File: config.mk
export PLATFORM = sky130hd
export DESIGN_NAME = muldiv_sched
export DESIGN_NICKNAME = d
export VERILOG_FILES = /design/src/rtl/muldiv_sched.sv
export SDC_FILE = /design/constraint.sdc
export NUM_CORES = 1
export LEC_CHECK = 0
export ABC_AREA = 1
export BUFFER_PORTS_ARGS = -buffer_cell sky130_fd_sc_hd__buf_2
export CORE_AREA = 2 2 180 182
export DETAILED_ROUTE_END_ITERATION = 16
export DIE_AREA = 0 0 182 184
export HOLD_SLACK_MARGIN = 0.05
export PLACE_DENSITY = 0.5
export SLEW_MARGIN = 20
export SYNTH_ARGS = -nofsm -noshare
export SYNTH_HDL_FRONTEND = slang
export SYNTH_SLANG_ARGS = --single-unit
File: constraint.sdc
create_clock -name clk -period 1.8 [get_ports clk]
set_input_delay 0.18 -clock clk [delete_from_list [all_inputs] [get_ports clk]]
set_output_delay 0.18 -clock clk [all_outputs]
set_load 0.02 [all_outputs]
File: src/rtl/muldiv_sched.sv
// HI/LO multiply/divide scheduler: latches one request, starts the selected unit, waits for it, writes HI/LO.
// Optional build macro MULDIV_DBZ_BYPASS_EN: divide-by-zero skips the divider and writes a fixed result.
module muldiv_sched #(
  parameter int WATCHDOG = 64
) (
  input  logic        clk,
  input  logic        rst,
  input  logic        req_valid,
  input  logic [1:0]  req_op,
  input  logic [31:0] rs_val,
  input  logic [31:0] rt_val,
  output logic        req_ready,
  output logic [31:0] op_a,
  output logic [31:0] op_b,
  output logic        mul_start,
  output logic        mulu_start,
  output logic        div_start,
  output logic        divu_start,
  input  logic        mul_done,
  input  logic        mulu_done,
  input  logic        div_busy,
  input  logic        divu_busy,
  input  logic [63:0] mul_res,
  input  logic [63:0] mulu_res,
  input  logic [31:0] div_q,
  input  logic [31:0] div_r,
  input  logic [31:0] divu_q,
  input  logic [31:0] divu_r,
  output logic [31:0] hi_wdata,
  output logic [31:0] lo_wdata,
  output logic        hilo_we,
  output logic        busy,
  output logic        done,
  output logic        err,
  output logic        dbz,
  output logic [1:0]  state_dbg
);

  typedef enum logic [1:0] {
    IDLE  = 2'd0,
    START = 2'd1,
    WAIT  = 2'd2,
    WRITE = 2'd3
  } state_t;

  localparam int CW = (WATCHDOG > 1) ? $clog2(WATCHDOG) : 1;
  localparam logic [CW-1:0] CNT_LAST = CW'(WATCHDOG - 1);

  state_t        state;
  logic [1:0]    op;
  logic [CW-1:0] cnt;
  logic          fin;
  logic [31:0]   fin_hi;
  logic [31:0]   fin_lo;

  // Handshake: a request transfers on a rising edge where req_valid && req_ready;
  // req_ready is high only in IDLE, and req_valid is ignored everywhere else.
  assign req_ready = (state == IDLE);
  assign busy      = (state != IDLE);
  assign state_dbg = state;

  // Dividers raise busy one cycle after start, so the first WAIT cycle cannot signal completion.
  always_comb begin
    fin    = 1'b0;
    fin_hi = 32'd0;
    fin_lo = 32'd0;
    case (op)
      2'b00: begin fin = mul_done;                    fin_hi = mul_res[63:32];  fin_lo = mul_res[31:0];  end
      2'b01: begin fin = mulu_done;                   fin_hi = mulu_res[63:32]; fin_lo = mulu_res[31:0]; end
      2'b10: begin fin = (cnt != '0) && !div_busy;    fin_hi = div_r;           fin_lo = div_q;          end
      default: begin fin = (cnt != '0) && !divu_busy; fin_hi = divu_r;          fin_lo = divu_q;         end
    endcase
  end

  always_ff @(posedge clk or negedge rst) begin
    if (!rst) begin
      state      <= IDLE;
      op         <= 2'b00;
      cnt        <= '0;
      op_a       <= 32'd0;
      op_b       <= 32'd0;
      mul_start  <= 1'b0;
      mulu_start <= 1'b0;
      div_start  <= 1'b0;
      divu_start <= 1'b0;
      hi_wdata   <= 32'd0;
      lo_wdata   <= 32'd0;
      hilo_we    <= 1'b0;
      done       <= 1'b0;
      err        <= 1'b0;
      dbz        <= 1'b0;
    end else begin
      mul_start  <= 1'b0;
      mulu_start <= 1'b0;
      div_start  <= 1'b0;
      divu_start <= 1'b0;
      hi_wdata   <= 32'd0;
      lo_wdata   <= 32'd0;
      hilo_we    <= 1'b0;
      done       <= 1'b0;
      err        <= 1'b0;
      dbz        <= 1'b0;
      case (state)
        IDLE: begin
          if (req_valid) begin
            op   <= req_op;
            op_a <= rs_val;
            op_b <= rt_val;
            cnt  <= '0;
`ifdef MULDIV_DBZ_BYPASS_EN
            if (req_op[1] && (rt_val == 32'd0)) begin
              state    <= WRITE;
              hilo_we  <= 1'b1;
              done     <= 1'b1;
              dbz      <= 1'b1;
              hi_wdata <= rs_val;
              lo_wdata <= 32'hFFFF_FFFF;
            end else
`endif
            begin
              state      <= START;
              mul_start  <= (req_op == 2'b00);
              mulu_start <= (req_op == 2'b01);
              div_start  <= (req_op == 2'b10);
              divu_start <= (req_op == 2'b11);
            end
          end
        end
        START: begin
          state <= WAIT;
          cnt   <= '0;
        end
        WAIT: begin
          // Completion wins over a timeout landing in the same cycle.
          if (fin) begin
            state    <= WRITE;
            hilo_we  <= 1'b1;
            done     <= 1'b1;
            hi_wdata <= fin_hi;
            lo_wdata <= fin_lo;
          end else if (cnt == CNT_LAST) begin
            state <= IDLE;
            err   <= 1'b1;
          end else begin
            cnt <= cnt + 1'b1;
          end
        end
        default: begin
          state <= IDLE;
        end
      endcase
    end
  end

endmodule

==> metrics.md <==
| Metric | Value |
|---|---|
| Startpoint types | `flop` |
| Reg clk slew, reported paths | `70 ps` |
| Iter 0 DRT Violations | `295` |
| Tcrit/Tclk final | `0.886` |
| Crit path depth | `8` |
| Cell family with most CP delay | `simple AND/OR/NAND/NOR gates` |
| Met2 Use GR | `0.310` |
| # setup viols final | `0` |
| Worst Path Max Fanout | `24` |
| Clock Skew | `12.7 ps` |
| IO Pins | `469` |
| Routed WL | `30.7 mm` |
| Final std cells w/o fill | `1846` |
| Max stage delay on crit path | `510 ps` |
| Core area | `31400 um2` |
| Distinct cells, synth | `25` |
| DRT antenna net count | `0` |
| #FFs+latches synth | `144` |
| Critical Path End Type | `flop` |
| Synth area leader | `dfrtp_1` |
| Pwr Density | `1540 nW/um2` |
| VDD IR max | `748 uV` |
| Largest cells by area after synthesis | `dfrtp_1 (52%), nand2_1 (19%), o21ai_0 (7.3%)` |
| Pre-CTS setup slack | `83.8 ps` |
| Syn_nets | `1202` |
| Worst EP required | `2100 ps` |
| Setup_tns | `0 ps` |
| CTS Hold Bufs | `104` |
| Hold depth | `3` |
| H-tree depth | `4` |
| Cell Area, Synth | `6940 um2` |
| WL per Instance | `16.6 um` |
| Clk Latency, worst-skew pair | `420 ps` |
| Seq/Total Area, Yosys | `0.519` |
| Worst min-delay path class | `in2reg` |
| Hpwl dp | `22.9 mm` |
| CTS tree | `done` |
| Port Buf Inserts | `467` |
| Total of max-cap violations | `0` |
| Most common cell on crit path | `nand2_1` |
| RSZ-0062 raised after global routing | `false` |
| Final Hold Viols | `0` |
| Number of detailed-route iterations in the first pass | `5` |
| Status | `completed` |
| Highest Clock Rate | `0.627 GHz` |
| Vias | `7996` |
| Most common cell after layout, fill and taps aside | `buf_2` |
| WP buf/inv | `3` |
| Clk root buf | `clkbuf_16` |
| Slowest library cell on the worst path | `dfrtp_2` |
| Met3 Track Usage GR | `0.0541` |
| Row cnt | `65` |
| Pin count of the biggest net entering global routing | `67` |
| Starting Density | `0.221` |
| Synth warn | `0` |
| Post-route DRC violation count | `0` |
| Avg Cell Area, Syn | `7.97 um2` |
| R2R cell count | `8` |
| Number of CTS-inserted buffers | `17` |
| CTS resizes | `0` |
| Pleak | `6.20 nW` |
| Post-synthesis instance total | `871` |
| Layout cells sized above 1 | `0.411` |
| Met1 Use GR | `0.209` |
| CP arrival | `1890 ps` |
| Most frequent cells in the layout | `buf_2 (466), nand2_1 (351), dfrtp_1 (142)` |
| Die height | `184 um` |
| Clk buf depth | `2` |
| Top cell type's share of synthesized area | `0.519` |
| Busiest metal layer after global routing | `met2` |
| CTS Sinks | `144` |
| Area growth syn-to-layout | `63.8%` |
| Vias/cell | `4.33` |
| Final hold slack | `63.4 ps` |
| Worst Slack Setup Final | `205 ps` |
| Die ar. | `33500 um2` |
| Vias in the first global route | `8147` |
| Gr usage total | `0.179` |
| Max Slew Vio Count | `0` |
| Minimum clock period | `1600 ps` |
| Final Core Density | `0.362` |
| Placed insts | `1703` |
| Total gr overflow | `0` |
| Antenna violations before repair | `12` |
| Critical-path cell list | `inv_1 -> nand3_1 -> nand2_1 -> inv_2 -> nand2_1 -> nand2_4 -> buf_12 -> nor2_1` |
| Final net count | `1755` |
| Routability congestion estimate | `0.928` |
| First-pass GRT wire length | `45.7 mm` |
| Die width | `182 um` |
| Total setup buffers inserted after CTS | `0` |
| Kind of critical path | `reg2reg` |
[synth_stat cells]
cell type,n
dfrtp_1,144
inv_2,3
ha_1,2
nor3_1,1
inv_1,13
nand3b_1,1
clkbuf_1,22
conb_1,1
clkbuf_4,2
nor2_2,59
buf_8,4
nor2_1,23
buf_4,6
nor2_8,1
o21ai_0,101
nand3_1,75
xor2_1,2
inv_4,1
nand2_1,351
buf_2,20
nand2_2,3
buf_6,4
o21ai_1,29
xnor2_1,1
o211ai_1,2
[flip-flops by register name, indices dropped and copies added (netlist names)]
signal	count
mulu_start	1
mul_start	1
err	1
lo_wdata	32
done	1
op_a	32
op	2
hi_wdata	32
cnt	6
state_dbg	2
divu_start	1
op_b	32
div_start	1
[through the flow]
stage,area (um2),total power [mW]
3_5_place_dp,9750,14.1
5_1_grt,11400,18.9
6_report,11400,17.5
3_3_place_gp,9750,14.0
4_1_cts,11300,17.8
2_1_floorplan,6940,10.8
[final cells by class]
| class | instances | area (um2) |
|---|---|---|
| clock buffers | 17 | 425 |
| diodes | 7 | 17.5 |
| multi-input cells | 652 | 2940 |
| well taps | 402 | 503 |
| fillers | 3282 | 20000 |
| clock inverters | 15 | 125 |
| repair buffers | 592 | 3680 |
| inverters | 17 | 66.3 |
| flip-flops and latches | 144 | 3610 |
[tightest hold or removal path, cell delays in order]
cell	delay (ps)
buf_2	80
o21ai_1	80
nor2_2	100
[routing by layer]
metal,vias up,part of all wire
li1,3892,-
met1,3728,0.41
met2,332,0.49
met3,38,0.076
met4,6,0.023
met5,-,0.0013
[path summary, 6_finish.rpt]
check | startpoint | slack [ps] | to
min in group asynchronous | rst | 250 | op_a[31]$_DFFE_PN0P_
setup / recovery | op[1]$_DFFE_PN0P_ | 200 | lo_wdata[3]$_DFF_PN0_
hold / removal | divu_r[13] | 60 | hi_wdata[13]$_DFF_PN0_
max in group asynchronous | rst | 920 | op[1]$_DFFE_PN0P_
setup reg to reg | op[1]$_DFFE_PN0P_ | 200 | lo_wdata[3]$_DFF_PN0_
hold reg to reg | op_a[17]$_DFFE_PN0P_ | 470 | op_a[17]$_DFFE_PN0P_
[logic make-up after synthesis]
| group | Yosys count | synth area share |
|---|---|---|
| compound gates | 132 | 0.0959 |
| xor+xnor | 3 | 0.00379 |
| fa+ha+maj | 2 | 0.00361 |
| buf+inv | 75 | 0.0597 |
| flops | 144 | 0.519 |
| other cells | 1 | 0.000541 |
| simple gates | 514 | 0.317 |
[report_power, final]
group          total (mW)  switching (mW)  internal, mW
Clock                3.42            1.61          1.81
Combinational        9.07            6.04          3.03
Sequential           5.00           0.600          4.40
Total                17.5            8.25          9.24
Note: power is estimated with default switching activity, not from simulation.
